File: src/rtl/rv_defs_pkg.sv
// Shared RISC-V definitions: word width, canonical NOP, reset vector and
// the types used by the instruction-fetch stage.
package rv_defs_pkg;

  localparam int unsigned XLEN = 32;

  typedef logic [XLEN-1:0] word_t;

  localparam word_t RV_NOP      = 32'h0000_0013;  // addi x0,x0,0
  localparam word_t RV_RESET_PC = 32'h0000_0000;
  localparam word_t WORD_MASK   = 32'hFFFF_FFFC;

  typedef enum logic [1:0] {
    FS_REQ,
    FS_WAIT,
    FS_DISCARD
  } fetch_state_t;

  typedef struct packed {
    word_t pc;
    word_t instr;
  } fetch_entry_t;

  function automatic word_t word_align(input word_t addr);
    return addr & WORD_MASK;
  endfunction

endpackage

File: src/rtl/fetch_queue.sv
// Two-entry in-order queue of fetched {PC, instruction} pairs. When empty,
// the head shows the incoming push data so a same-cycle push+pop bypasses.
module fetch_queue
  import rv_defs_pkg::*;
(
  input  logic         clk,
  input  logic         reset,
  input  logic         push,
  input  logic         pop,
  input  logic         flush,
  input  fetch_entry_t push_data,
  output fetch_entry_t head_data,
  output logic         full,
  output logic         empty,
  output logic [1:0]   count
);

  fetch_entry_t mem_q [2];
  logic         wr_ptr_q, wr_ptr_d;
  logic         rd_ptr_q, rd_ptr_d;
  logic [1:0]   count_q, count_d;
  logic         bypass, do_write, do_read;

  // NOTE: every variable gets a default at the top of always_comb so no
  // path leaves it unassigned and no latch is inferred.
  always_comb begin
    bypass   = push & pop & (count_q == 2'd0);
    do_write = push & ~flush & ~bypass & (count_q != 2'd2);
    do_read  = pop & ~flush & (count_q != 2'd0);
    wr_ptr_d = wr_ptr_q ^ do_write;
    rd_ptr_d = rd_ptr_q ^ do_read;
    count_d  = count_q;
    case ({do_write, do_read})
      2'b10:   count_d = count_q + 2'd1;
      2'b01:   count_d = count_q - 2'd1;
      default: count_d = count_q;
    endcase
    if (flush) begin
      wr_ptr_d = 1'b0;
      rd_ptr_d = 1'b0;
      count_d  = 2'd0;
    end
  end

  always_ff @(posedge clk) begin
    if (reset) begin
      wr_ptr_q <= 1'b0;
      rd_ptr_q <= 1'b0;
      count_q  <= 2'd0;
    end else begin
      wr_ptr_q <= wr_ptr_d;
      rd_ptr_q <= rd_ptr_d;
      count_q  <= count_d;
    end
  end

  // NOTE: storage is deliberately not reset; count_q qualifies every entry,
  // so stale contents are never observed.
  always_ff @(posedge clk) begin
    if (do_write) mem_q[wr_ptr_q] <= push_data;
  end

  assign head_data = (count_q == 2'd0) ? push_data : mem_q[rd_ptr_q];
  assign full      = (count_q == 2'd2);
  assign empty     = (count_q == 2'd0);
  assign count     = count_q;

endmodule

File: src/rtl/if_fetch.sv
// Instruction-fetch stage: one-outstanding-request memory FSM, redirect
// handling, a 2-entry response queue and the IF/ID pipeline register.
module if_fetch
  import rv_defs_pkg::*;
#(
  parameter word_t RESET_PC  = RV_RESET_PC,
  parameter word_t NOP_INSTR = RV_NOP
) (
  input  logic            clk,
  input  logic            reset,
  input  logic            IFWrite,
  input  logic            Branch,
  input  logic            Jump,
  input  logic [XLEN-1:0] JumpAddr,
  output logic            imem_req,
  output logic [XLEN-1:0] imem_addr,
  input  logic            imem_gnt,
  input  logic            imem_valid,
  input  logic [XLEN-1:0] imem_rdata,
  output logic [XLEN-1:0] Instruction_id,
  output logic [XLEN-1:0] PC_id
);

  fetch_state_t state_q, state_d;
  word_t        fetch_pc_q, fetch_pc_d;
  word_t        req_pc_q, req_pc_d;
  logic         imem_req_q, imem_req_d;
  word_t        instr_id_q, instr_id_d;
  word_t        pc_id_q, pc_id_d;

  logic         redirect, gnt_fire;
  word_t        target;
  logic         q_push, q_pop, q_full, q_empty;
  logic [1:0]   q_count, occ_d;
  fetch_entry_t q_head;

  assign redirect = (Branch | Jump) & IFWrite;
  assign target   = word_align(JumpAddr);
  assign gnt_fire = imem_req_q & imem_gnt;

  always_comb begin
    state_d    = state_q;
    fetch_pc_d = fetch_pc_q;
    req_pc_d   = req_pc_q;
    q_push     = 1'b0;

    case (state_q)
      FS_REQ: begin
        if (gnt_fire) begin
          req_pc_d   = fetch_pc_q;
          fetch_pc_d = redirect ? target : fetch_pc_q + 32'd4;
          state_d    = redirect ? FS_DISCARD : FS_WAIT;
        end else if (redirect) begin
          fetch_pc_d = target;
        end
      end
      FS_WAIT: begin
        if (redirect) begin
          fetch_pc_d = target;
          state_d    = imem_valid ? FS_REQ : FS_DISCARD;
        end else if (imem_valid) begin
          q_push  = ~q_full;
          state_d = FS_REQ;
        end
      end
      FS_DISCARD: begin
        if (redirect)   fetch_pc_d = target;
        if (imem_valid) state_d    = FS_REQ;
      end
      default: state_d = FS_REQ;
    endcase

    q_pop = IFWrite & ~redirect & (~q_empty | q_push);

    instr_id_d = instr_id_q;
    pc_id_d    = pc_id_q;
    if (IFWrite) begin
      instr_id_d = q_pop ? q_head.instr : NOP_INSTR;
      pc_id_d    = q_pop ? q_head.pc    : '0;
    end

    // Request only while the queue will still have room for the response.
    occ_d = q_count;
    case ({q_push, q_pop})
      2'b10:   occ_d = q_count + 2'd1;
      2'b01:   occ_d = q_count - 2'd1;
      default: occ_d = q_count;
    endcase
    if (redirect) occ_d = 2'd0;
    imem_req_d = (state_d == FS_REQ) && (occ_d != 2'd2);
  end

  // NOTE: sequential state uses non-blocking assignments so every flop
  // samples pre-edge values regardless of block evaluation order.
  always_ff @(posedge clk) begin
    if (reset) begin
      state_q    <= FS_REQ;
      fetch_pc_q <= RESET_PC;
      req_pc_q   <= RESET_PC;
      imem_req_q <= 1'b0;
      instr_id_q <= NOP_INSTR;
      pc_id_q    <= '0;
    end else begin
      state_q    <= state_d;
      fetch_pc_q <= fetch_pc_d;
      req_pc_q   <= req_pc_d;
      imem_req_q <= imem_req_d;
      instr_id_q <= instr_id_d;
      pc_id_q    <= pc_id_d;
    end
  end

  fetch_queue u_fetch_queue (
    .clk       (clk),
    .reset     (reset),
    .push      (q_push),
    .pop       (q_pop),
    .flush     (redirect),
    .push_data ('{pc: req_pc_q, instr: imem_rdata}),
    .head_data (q_head),
    .full      (q_full),
    .empty     (q_empty),
    .count     (q_count)
  );

  assign imem_req       = imem_req_q;
  assign imem_addr      = fetch_pc_q;
  assign Instruction_id = instr_id_q;
  assign PC_id          = pc_id_q;

endmodule
File: config.mk
export PLATFORM = sky130hd
export DESIGN_NAME = if_fetch
export DESIGN_NICKNAME = d
export VERILOG_FILES = /design/src/rtl/rv_defs_pkg.sv /design/src/rtl/fetch_queue.sv /design/src/rtl/if_fetch.sv
export SDC_FILE = /design/constraint.sdc
export NUM_CORES = 1
export LEC_CHECK = 0
export CAP_MARGIN = 20
export CORE_MARGIN = 10
export CORE_UTILIZATION = 40
export DETAILED_ROUTE_END_ITERATION = 7
export GPL_ROUTABILITY_DRIVEN = 0
export MAX_ROUTING_LAYER = met4
export PLACE_DENSITY_LB_ADDON = 0.05
export SYNTH_ARGS = -nofsm -noshare
export SYNTH_HDL_FRONTEND = slang
export SYNTH_HIERARCHICAL = 1
export SYNTH_SLANG_ARGS = --single-unit
File: constraint.sdc
create_clock -name clk -period 3.67 [get_ports clk]
set_input_delay 0.5505 -clock clk [delete_from_list [all_inputs] [get_ports clk]]
set_output_delay 0.5505 -clock clk [all_outputs]
set_load 0.05 [all_outputs]
Yosys cells after proc, flatten, opt, wreduce, memory -nomap -nowiden
Memory sizes are Yosys's and may differ from the RTL's. A register that Yosys moved wholly into a read port is not among the register bits.
Cells that the tools add are included.
{ "word_totals": {"latchBits": 0, "mem_bits_ro": 0, "mem_count": 1, "ff_bits": 135, "ramBits": 128, "inputBits": 71} }
{ "op_classes": {"n_div": 0, "n_eq_ne": 9, "shifts": 0, "reduce_logical": 10, "bitwise": 19, "n_addsub": 3, "order_cmp": 0, "muxes": 22, "multipliers": 0} }
{ "mem_list": {"columns": ["name", "words", "word_bits", "read_ports", "rd_ports_with_merged_regs", "wr", "line_no", "text"], "rows": [
  ["u_fetch_queue.mem_q", 2, 64, 1, 1, 1, "fetch_queue.sv:18", "fetch_entry_t mem_q [2];"]
]} }
{ "ops": {"columns": ["op", "n"], "rows": [
  ["2-to-1 mux 32 bit", 5],
  ["2-to-1 mux 64 bit", 1],
  ["one-hot mux 32 bit (2 select lines)", 1],
  ["adder 32 x 3 -> 32 bit (second input constant)", 1],
  ["2-to-1 mux 2 bit", 6],
  ["bitwise AND 1 bit", 11],
  ["equality test 2 bit (second input constant)", 4],
  ["one-hot mux 2 bit (2 select lines)", 2],
  ["equality test 2 x 1 -> 1 bit (second input constant)", 3],
  ["zero test 2 bit", 3],
  ["2-to-1 mux 1 bit", 6],
  ["one-hot mux 2 bit (3 select lines)", 1],
  ["nonzero test 2 bit", 3],
  ["inequality test 2 bit (second input constant)", 2],
  ["NOT 1 bit", 4],
  ["OR reduction 2 bit", 2],
  ["adder 2 x 1 -> 2 bit (second input constant)", 1],
  ["bitwise OR 1 bit", 2],
  ["AND reduction 2 bit", 1],
  ["subtractor 2 x 1 -> 2 bit (second input constant)", 1],
  ["bitwise XOR 1 bit", 2],
  ["logical AND 1 bit", 1]
]} }

Longest topological paths before layout
Gate-level depths: netlist of the first run.
{ "logic_depth": {"ltp_word": 14, "mapped_depth": 12, "depth_no_buf": 11} }

Cells and area by module
Netlist of the first run, hierarchy kept.
{ "by_module_without_submodules": {"columns": ["module", "cells_per_inst", "n_inst", "area_each_um2"], "rows": [
  ["if_fetch", 718, 1, 5721.7],
  ["fetch_queue", 366, 1, 5373.9]
]} }

Worst setup path after synthesis of the first run
OpenSTA, ideal clock, no wires.
{ "synth_timing": {"path_kind": "register -> register", "start": "reg u_fetch_queue.count_q[1] (netlist: u_fetch_queue/count[1])", "end": "mem u_fetch_queue/mem_q[1][0] (netlist name) (enable)", "synth_period_minus_slack_ps": 3593, "arrival_time_ps": 3164, "path_slack_ps": 77, "path_stages_with_launch": 11, "setup_ps": 429, "path_buffers": 3, "path_cell_list": "dfxtp_1 -> nor2_1 -> buf_2 -> buf_2 -> a21o_1 -> inv_2 -> clkbuf_1 -> nor2_1 -> o21ai_0 -> inv_1 -> ha_1"} }
{ "synth_rtl": {"columns": ["element", "line_no", "text"], "rows": [
  ["start, declared", "fetch_queue.sv:21", "logic [1:0] count_q, count_d;"],
  ["start signal, assigned", "fetch_queue.sv:53", "count_q <= count_d;"],
  ["zero test 2 bit", "fetch_queue.sv:65", "assign empty = (count_q == 2'd0);"],
  ["named net q_empty", "if_fetch.sv:33", "logic q_push, q_pop, q_full, q_empty;"],
  ["NOT 1 bit", "if_fetch.sv:73", "q_pop = IFWrite & ~redirect & (~q_empty | q_push);"],
  ["bitwise OR 1 bit", "if_fetch.sv:73", null],
  ["bitwise AND 1 bit", "if_fetch.sv:73", null],
  ["named net q_pop", "if_fetch.sv:33", null],
  ["bitwise AND 1 bit (2 in series)", "fetch_queue.sv:27", "bypass = push & pop & (count_q == 2'd0);"],
  ["NOT 1 bit", "fetch_queue.sv:28", "do_write = push & ~flush & ~bypass & (count_q != 2'd2);"],
  ["bitwise AND 1 bit (2 in series)", "fetch_queue.sv:28", null],
  ["2-to-1 mux 1 bit", "fetch_queue.sv:60", "if (do_write) mem_q[wr_ptr_q] <= push_data;"],
  ["2-to-1 mux 1 bit (not written as such)", "fetch_queue.sv:60", null],
  ["end, declared", "fetch_queue.sv:18", null]
]} }
The timed path passes the listed nets, and every way through them passes these cells.

Worst setup path after layout of the first run
{ "layout_timing": {"start": "reg u_fetch_queue.count_q[0] (netlist: u_fetch_queue/count[0])", "end": "reg imem_req_q (netlist: imem_req)"} }
{ "layout_between": {"elab_chain_cells": 12} }
{ "layout_rtl": {"columns": ["element", "line_no", "text"], "rows": [
  ["equality test 2 bit (*)", "fetch_queue.sv:64", "assign full = (count_q == 2'd2);"],
  ["named net q_full", "if_fetch.sv:33", null],
  ["NOT 1 bit (*)", "if_fetch.sv:62", "q_push = ~q_full;"],
  ["2-to-1 mux 1 bit (*)", "if_fetch.sv:61", "end else if (imem_valid) begin"],
  ["2-to-1 mux 1 bit (*)", "if_fetch.sv:58", "if (redirect) begin"],
  ["2-to-1 mux 1 bit (*)", "if_fetch.sv:47", "case (state_q)"],
  ["bitwise OR 1 bit", "if_fetch.sv:73", null],
  ["bitwise AND 1 bit", "if_fetch.sv:73", null],
  ["equality test 2 x 1 -> 1 bit or equality test 2 bit (tied branches)", "if_fetch.sv:84", "case ({q_push, q_pop})"],
  ["one-hot mux 2 bit (2 select lines) (*)", "if_fetch.sv:84", null],
  ["2-to-1 mux 2 bit (*)", "if_fetch.sv:89", "if (redirect) occ_d = 2'd0;"],
  ["inequality test 2 bit (*)", "if_fetch.sv:90", "imem_req_d = (state_d == FS_REQ) && (occ_d != 2'd2);"],
  ["logical AND 1 bit (*)", "if_fetch.sv:90", null],
  ["end signal, assigned", "if_fetch.sv:107", "imem_req_q <= imem_req_d;"],
  ["end, declared", "if_fetch.sv:27", "logic imem_req_q, imem_req_d;"]
]} }
The timed path passes the listed nets; every way through them passes the cells marked *.
A chain may end at the register's enable or synchronous reset.

==> reports/results.ini, run 1 <==
[outcome]
status=completed

[synth]
yosys.area.top_type=edfxtp_1
netlist_area_um2=11100
syn_area_per_cell_um2=10.2
ys_types=61
synth_fp_nets=1164
synth.top_cells.by_count=154 x nand2_1, 135 x dfxtp_1, 128 x edfxtp_1
ys_ff_latch=263
ys.flop_type=dfxtp_1
synth_async_sr_flop_share_pct=0
synth-edff-count=128
synth.most_common_cell=nand2_1
yosysSeqAreaShare_pct=59.0
postSynthCellCount=1084
synthTopCellsByArea=edfxtp_1 35%, dfxtp_1 24%, mux2i_1 6.0%
synth_top_area_share_pct=34.6
ys_warn_count=6

[timing]
relSlewSlack_pct=53.2
finalSetupViolations=0
tns_ns=0
hold_viol=0
period_minus_slack_ns=2.78
clock.fmax_mhz=360
skew_ns=0.00652
tightest_slew_ns=0.702
drv_slew=0
post-route-period-util_pct=75.7
rsz0062_at_grt=no

[clocking]
cts_tree=done
post-cts-setup-buffers=0
clk_pin_slew_worst_paths_ns=0.06
cts.path.max_buffers=3
clk_latency_ns=0.54
cts-resized-gates=0
cts_made_buffers=30
cts.sinks=263
hold_buffers=0
htreeDepth=1
root_buffer=clkbuf_16

[die]
die_y_um=187
die-width_um=187
die-area_um2=34800
start_util_pct=40.9
coreArea_um2=27100
io_pins=168
num_rows=60

[final_layout]
final_cells=1626
n_fill_cell=2471
syn_to_final_growth_pct=27.9
final_core_util_pct=52.4
drive_above_1_share_pct=7.02
diodes=0
nets=1310

[grt]
overflow=0
grt_pass1_vias=8169
grt_use_met1_pct=22.7
grt_pass1_wl_um=46300
met3_usage_pct=2.66
grt_max_degree=129
gr-usage-met2_pct=25.0
groute.usage.overall_pct=16.4
antenna_found_initial=0
grt.busiest_layer=met2

[routing]
postRouteWirelength_um=28700
drt_pass1_iterations=5
avgViaCountPerCell=5.11
vias=8307
wl_per_cell_um=17.7
drtIter0Drc=481
drc=0
ant_nets=0

[worst_setup_path]
worstPathArrival_ns=3.21
cp_max_fo=42
crit_type=register to register
required_ns=4.10
cp-start-kind=register
end_kind=register

[hold_path]
min_path_type=input port to register

[pwr]
power.density_nw_per_um2=471
peakVddDrop_v=0.000366
p_leak_nw=4.90
total_power_mw=6.68

[place]
placed_cells=1569
post-dp-hpwl_um=18800
portBuffers=165

[flow_run]
cap_violations=0

==> report_power, final <==
group | switching, mW | leakage (nW) | internal (mW)
clock network | 1.17 | 0.498 | 1.79
logic | 0.329 | 2.06 | 0.201
registers | 0.0662 | 2.35 | 3.12
==> worst max-delay path, cell delays in order (launching register included) <==
cell and delay [ns]:
dfxtp_1 0.52, and2b_2 0.26, nand4b_1 0.22, a21o_1 0.28, inv_2 0.09, buf_4 0.42, ha_1 0.25, xnor2_1 0.11
nand2_1 0.07, o21ai_0 0.16, a21oi_1 0.08, and3_1 0.21
==> layout make-up <==
| type | instances | area [um2] | share of cell area (%) |
|---|---|---|---|
| inverters | 13 | 48.8 | 0.344 |
| multi-input cells | 735 | 4210 | 29.6 |
| flip-flops and latches | 263 | 6550 | 46.2 |
| well taps | 372 | 465 | 3.28 |
| clock buffers | 44 | 916 | 6.45 |
| clock inverters | 12 | 87.6 | 0.617 |
| repair buffers | 187 | 1920 | 13.5 |
==> per-layer routing <==
layer	routed length, um	up-vias
li1	-	4144
met1	14100	3905
met2	12900	222
met3	1320	36
met4	374	0
met5	0	-
==> registers in the layout, indices dropped and copies added (netlist names) <==
signal	count
u_fetch_queue/wr_ptr_q	1
imem_req	1
imem_addr	32
PC_id	32
u_fetch_queue/count	2
u_fetch_queue/rd_ptr_q	1
Instruction_id	32
u_fetch_queue/mem_q	128
req_pc_q	32
state_q	2
==> logic make-up after synthesis <==
kind of cell | after synthesis | synth area share (%)
buffers and inverters | 86 | 3.48
and+or+nand+nor | 390 | 16.9
adders and majority gates | 9 | 1.01
AOI/OAI and AO/OA | 264 | 13.2
xor gates and xnor gates | 6 | 0.474
DFF | 263 | 59.0
muxes | 66 | 5.95
==> cells in the final DEF (no fill, tap or decap), types with 14 or more instances in the layout <==
master           count
clkdlybuf4s50_1    163
edfxtp_1           128
nand3_1             14
nor2b_1             63
nand2_1            154
mux2i_1             66
dfxtp_1            134
nor2_1              94
buf_4               15
o21ai_0             84
a21oi_1            127
clkbuf_16           32
and3_1              16
==> worst paths after layout <==
check | from | endpoint | slack (ns) | cells past startpoint
worst max-delay path | u_fetch_queue/count[0]$_SDFFE_PP0P_ | imem_req$_SDFF_PP0_ | 0.89 | 11
worst min-delay path | reset | PC_id[27]$_SDFFE_PP0P_ | 0.44 | 2
worst max register to register | u_fetch_queue/count[0]$_SDFFE_PP0P_ | imem_req$_SDFF_PP0_ | 0.89 | 11
worst min register to register | req_pc_q[8]$_SDFFE_PP0P_ | u_fetch_queue/mem_q[0][40]$_DFFE_PP_ | 0.48 | 0
==> through the flow <==
step,setup WS (ns),area (um2),hold WS (ns)
final,0.892,14200,0.435
after CTS,0.833,14200,0.425
after floorplan,0.0770,11100,0.447
after global placement,0.393,13200,0.461
after detailed placement,0.395,13200,0.466
after global routing,0.655,14200,0.441
No activity file was read; power rests on OpenSTA's default activity.
==> run 2: changes to the inputs <==
clock period = 2.75 ns   (was 3.67 ns; I/O delays follow)
==> run 2 against run 1 <==
  * Global-route usage up 0.23 points
  * Worst hold slack better by 0.030 ns
  * Combinational power rose by 42%
  * Final cell count grew 1.0%
  * Wire length is 2.1% higher
  * Setup slack worse by 0.58 ns
  * Fmax increased by 14%
  * First-iteration DRC count is 2.7% lower
  * Register-to-register slack lost 0.58 ns
  * Die area unchanged
  * Sequential power increased by 33%
  * Count of clock-buffer cells in the layout fell by 4
  * Largest cell class unchanged
  * Largest power group unchanged
==> reports/results.ini, run 2 (same netlist as run 1, synthesis figures left out) <==
[outcome]
status=completed

[final_layout]
multi_input_area_um2=4210  ; unchanged
nets=1328  ; +1.4%
regMostFlops=u_fetch_queue/mem_q
final_core_util_pct=52.9  ; +0.51 points
n_fill_cell=2469  ; -0.081%
drive_above_1_share_pct=8.35  ; +1.3 points
ff_latch_area_um2=6550  ; unchanged
layout_common_cells=163 x clkdlybuf4s50_1, 154 x nand2_1, 134 x dfxtp_1
syn_to_final_growth_pct=29.1
largest_register_ffs=128  ; unchanged
final_common_cell=clkdlybuf4s50_1

[timing]
fin_ws_ns=0.308  ; -0.583 ns
finalSetupViolations=0  ; unchanged
post-route-period-util_pct=88.8  ; +13 points
relSlewSlack_pct=39.5  ; -14 points
hold_ws_ns=0.465  ; +0.0299 ns
clock.fmax_mhz=410  ; +14%
rsz0062_at_grt=no
skew_ns=0.0106  ; +0.00410 ns
drv_slew=0  ; unchanged
tightest_slew_ns=0.908  ; +0.206 ns
period_minus_slack_ns=2.44  ; -0.337 ns
hold_viol=0  ; unchanged

[place]
place_ws_ns=-0.0603  ; -0.456 ns
post-dp-hpwl_um=19000  ; +0.90%
portBuffers=165  ; unchanged

[worst_setup_path]
cp_cell_sequence=inv_1 > ha_1 > nand3b_1 > nor4_4 > buf_4 > nand4_1 > or4_1 > a31oi_1
required_ns=3.20  ; -0.90 ns
crit_path_max_incr_delay_ns=0.42  ; -0.10 ns
worstPathArrival_ns=2.89  ; -0.32 ns
cp_slowest_cell=or4_1
crit_type=register to register
end_kind=register
cp_max_fo=12  ; -71%
cp-start-kind=register

[grt]
grt_max_degree=129  ; unchanged
grt_pass1_vias=8180  ; +0.13%
antenna_found_initial=1  ; +1
overflow=0  ; unchanged
grt_pass1_wl_um=46800  ; +1.1%
groute.usage.overall_pct=16.7  ; +0.23 points
gr-usage-met2_pct=25.7  ; +0.72 points
grt_use_met1_pct=22.7  ; +0.027 points
grt.busiest_layer=met2
met3_usage_pct=3.02  ; +0.35 points

[die]
start_util_pct=40.9  ; unchanged
num_rows=60  ; unchanged
coreArea_um2=27100  ; unchanged
die_y_um=187  ; unchanged
die-width_um=187  ; unchanged
io_pins=168  ; unchanged
die-area_um2=34800  ; unchanged

[routing]
wl_per_cell_um=17.9  ; +1.0%
drtIter0Drc=468  ; -2.7%
avgViaCountPerCell=5.07  ; -0.75%
drc=0  ; unchanged
vias=8331  ; +0.29%
postRouteWirelength_um=29300  ; +2.1%
ant_nets=0  ; unchanged
drt_pass1_iterations=5  ; unchanged

[pwr]
power.density_nw_per_um2=620  ; +32%
peakVddDrop_v=0.000403  ; +10%
p_leak_nw=4.99  ; +1.7%

[hold_path]
min_path_type=input port to register

[clocking]
root_buffer=clkbuf_16
cts.path.max_buffers=3  ; unchanged
htreeDepth=1  ; unchanged
cts_made_buffers=28  ; -6.7%
clk_pin_slew_worst_paths_ns=0.07  ; about the same
clk_latency_ns=0.53  ; about the same
post-cts-setup-buffers=0  ; unchanged
hold_buffers=0  ; unchanged
cts_tree=done
cts.sinks=263  ; unchanged
cts-resized-gates=0  ; unchanged

[flow_run]
cap_violations=0  ; unchanged

[run 2: cell types whose count changed in the layout (fill, tap and decap cells not counted), sizes merged]
cell | previous run | this run
bufinv | 1 | 2
buf | 24 | 44
inv | 13 | 12
clkinv | 10 | 9
diode | 0 | 1
clkinvlp | 1 | 2
clkbuf | 44 | 40
[run 2: stage by stage]
stage                     TNS, ns  instance area, um2  power [mW]  std cells
after global routing            0               14300        9.24       1643
final                           0               14300        8.88       1643
after detailed placement   -0.468               13400        5.09       1590
after floorplan            -22.37               11100        4.74       1084
after CTS                       0               14300        9.00       1642
after global placement     -0.381               13400        5.09       1590
[run 2: cell type report]
type | count | area share (%)
antenna | 1 | 0.0175
clock buffer | 40 | 6.00
clock inverter | 12 | 0.786
inverter | 13 | 0.341
multi-input combinational | 735 | 29.4
sequential | 263 | 45.7
tap | 372 | 3.25
timing repair buffer | 207 | 14.5
[run 2: routing by layer]
metal	vias to the layer above	part of all wire, %
met5	-	0
met4	0	1.0
met3	27	4.8
met2	197	45
met1	3929	49
li1	4178	-
[run 2: final timing paths]
kind	startpoint	end	slack, ns	depth (start not counted)
setup reg to reg	state_q[1]$_SDFF_PP0_	imem_addr[29]$_SDFFE_PP0P_	0.31	8
hold / removal	reset	Instruction_id[3]$_SDFFE_PP0P_	0.47	3
setup / recovery	state_q[1]$_SDFF_PP0_	imem_addr[29]$_SDFFE_PP0P_	0.31	8
hold reg to reg	imem_addr[0]$_SDFFE_PP0P_	req_pc_q[0]$_SDFFE_PP0P_	0.47	2
[run 2: critical path, delay by kind of cell (launching register included)]
family	cells	cell delay, ns
and+or+nand+nor	4	1.11
DFF	1	0.39
buffers and inverters	2	0.36
adders and majority gates	1	0.29
AOI/OAI and AO/OA	1	0.19
[run 2: power breakdown]
| part | internal (mW) | leakage, nW | switching (mW) |
|---|---|---|---|
| sequential | 4.17 | 2.35 | 0.0782 |
| combinational | 0.291 | 2.16 | 0.460 |
| clock | 2.36 | 0.478 | 1.53 |
| total | 6.82 | 4.99 | 2.07 |
==> run 3: changes to the inputs <==
SYNTH_HIERARCHICAL = default   (was 1)
==> run 3 against run 2 <==
  * Flip-flop and latch count is the same
  * Via count rose by 1.0%
  * Area after synthesis decreased by 0.15%
  * Setup slack worse by 0.017 ns
  * Register-to-register slack worse by 0.02 ns
  * Global-route usage is 0.20 points higher
  * Synthesized cell count is 0.83% higher
  * Fmax shrank 0.67%
  * Die area is 0.13% lower
==> reports/results.ini, run 3 <==
[final_layout]
ff_latch_area_um2=6550  ; unchanged
final_common_cell=clkdlybuf4s50_1
nets=1344  ; +1.2%
largest_register_ffs=128  ; unchanged
n_fill_cell=2462  ; -0.28%
syn_to_final_growth_pct=29.5
layout_common_cells=163 x clkdlybuf4s50_1, 148 x nand2_1, 134 x dfxtp_1
regMostFlops=u_fetch_queue.mem_q
multi_input_area_um2=4220  ; +0.36%
diodes=0  ; -1
final_cells=1654  ; +0.67%
final_core_util_pct=52.9  ; +0.069 points
drive_above_1_share_pct=8.50  ; +0.16 points

[hold_path]
hold_depth=3  ; unchanged
min_path_type=input port to register
hold_start=reset

[pwr]
power.density_nw_per_um2=613  ; -1.1%
peakVddDrop_v=0.000413  ; +2.5%
p_leak_nw=4.92  ; -1.3%

[grt]
grt_max_degree=125  ; -3.1%
grt_pass1_wl_um=47400  ; +1.4%
groute.usage.overall_pct=16.9  ; +0.20 points
antenna_found_initial=0  ; -1
overflow=0  ; unchanged
grt_pass1_vias=8425  ; +3.0%

[worst_setup_path]
cp_max_fo=8  ; -4
crit_path_start=imem_addr[7]$_SDFFE_PP0P_
r2r_start=imem_addr[7]$_SDFFE_PP0P_
cp_cell_sequence=nand4_1 > or4_4 > or4_4 > or4_1 > a31oi_1
worstPathArrival_ns=2.91  ; +0.02 ns
cp-start-kind=register
rr_worst_depth=5  ; -3
cp_slowest_cell=or4_4
crit_type=register to register
crit_path_max_incr_delay_ns=0.54  ; +0.12 ns
end_kind=register
cpMostUsedCell=or4_4
required_ns=3.21  ; about the same

[synth]
yosys.area.top_type=edfxtp_1
synth.top_cells.by_count=148 x nand2_1, 135 x dfxtp_1, 128 x edfxtp_1
synth_top_area_share_pct=34.7  ; +0.051 points
synth-edff-count=128  ; unchanged
ys.flop_type=dfxtp_1
netlist_area_um2=11100  ; -0.15%
postSynthCellCount=1093  ; +0.83%
syn_area_per_cell_um2=10.1  ; -0.97%
synth.most_common_cell=nand2_1
synth_fp_nets=1177  ; +1.1%
yosysSeqAreaShare_pct=59.1  ; +0.087 points
ys_types=55  ; -9.8%
synthTopCellsByArea=edfxtp_1 35%, dfxtp_1 24%, mux2i_1 5.6%
ys_warn_count=0  ; -6
synth_async_sr_flop_share_pct=0  ; unchanged
ys_ff_latch=263  ; unchanged

[routing]
wl_per_cell_um=18.1  ; +1.4%
drt_pass1_iterations=4  ; -1
avgViaCountPerCell=5.09  ; +0.35%
drtIter0Drc=494  ; +5.6%
drc=0  ; unchanged
postRouteWirelength_um=29900  ; +2.1%
vias=8416  ; +1.0%
ant_nets=0  ; unchanged

[flow_run]
cap_violations=0  ; unchanged

[place]
placed_cells=1602  ; +0.75%
post-dp-hpwl_um=19100  ; +0.43%
portBuffers=165  ; unchanged

[timing]
hold_viol=0  ; unchanged
relSlewSlack_pct=47.7  ; +8.2 points
rsz0062_at_grt=no
tns_ns=0  ; unchanged
post-route-period-util_pct=89.4  ; +0.60 points
drv_slew=0  ; unchanged
tightest_slew_ns=0.785  ; -0.124 ns
clock.fmax_mhz=407  ; -0.67%
period_minus_slack_ns=2.46  ; +0.0166 ns
finalSetupViolations=0  ; unchanged
skew_ns=0.00906  ; -0.00156 ns

[die]
io_pins=168  ; unchanged
die-width_um=186  ; about the same
die_y_um=186  ; about the same
num_rows=60  ; unchanged
start_util_pct=40.9  ; -0.060 points
coreArea_um2=27100  ; unchanged
die-area_um2=34800  ; -0.13%

[clocking]
htreeDepth=1  ; unchanged
root_buffer=clkbuf_16
cts-resized-gates=0  ; unchanged
post-cts-setup-buffers=0  ; unchanged
cts.path.max_buffers=3  ; unchanged
cts.sinks=263  ; unchanged
cts_made_buffers=28  ; unchanged
clk_latency_ns=0.54  ; about the same
clk_pin_slew_worst_paths_ns=0.06  ; about the same
hold_buffers=0  ; unchanged
cts_tree=done

[outcome]
status=completed

run 3: cell types whose count changed after synthesis, sizes merged, moves of 7 or more:
cell / change
clkbuf: +12
and4: -7
buf: -10
nor4: +7
nor2: +7
run 3: logic make-up after synthesis:
| kind of cell | count (synthesis) | synth area share (%) |
|---|---|---|
| compound gates | 258 | 13.2 |
| simple gates | 395 | 16.6 |
| mux | 68 | 6.21 |
| flops | 263 | 59.1 |
| fa+ha+maj | 13 | 1.47 |
| buf+inv | 92 | 3.18 |
| xor+xnor | 4 | 0.316 |
run 3: worst paths after layout:
kind                                           to  slack [ns]
max                    imem_addr[21]$_SDFFE_PP0P_        0.29
min reg2reg  u_fetch_queue.mem_q[0][32]$_DFFE_PP_        0.48
min                Instruction_id[1]$_SDFFE_PP1P_        0.34
max reg2reg            imem_addr[21]$_SDFFE_PP0P_        0.29
run 3: through the flow:
stage	worst slack, ns	instance area [um2]	hold WS, ns	power, mW
global placement	0.190	13500	0.458	5.22
floorplan	-0.278	11100	0.447	4.82
global route	0.189	14300	0.346	9.14
detailed placement	0.178	13500	0.462	5.23
finish	0.292	14300	0.341	8.80
CTS	0.323	14300	0.326	8.89
run 3: critical path: cells and delay by family, from the launching register on:
kind            cells  cell delay [ns]
flops               1             0.51
simple gates        4             1.72
compound gates      1             0.16
run 3: area by class of cell:
type,instances,area share [%]
Clock buffer,38,5.43
Timing Repair Buffer,211,15.0
Clock inverter,14,0.785
Multi-Input combinational cell,738,29.4
Tap cell,372,3.24
Inverter,18,0.471
Sequential cell,263,45.6
run 3: routing by layer:
layer  share of wire (%)  wire length (um)  track usage (%)  vias up
met2                  44             13000             25.2      235
met1                  50             14900             23.1     3944
met4                 1.1               336             3.50        0
met5                   0                 0                -        -
met3                 5.7              1700             3.61       24
li1                    -                 -                -     4213
run 3: power by group:
group          leakage, nW  internal (mW)  switching (mW)
clock                0.441           2.16            1.50
sequential            2.34           4.19          0.0777
combinational         2.14          0.332           0.546
total                 4.92           6.68            2.12
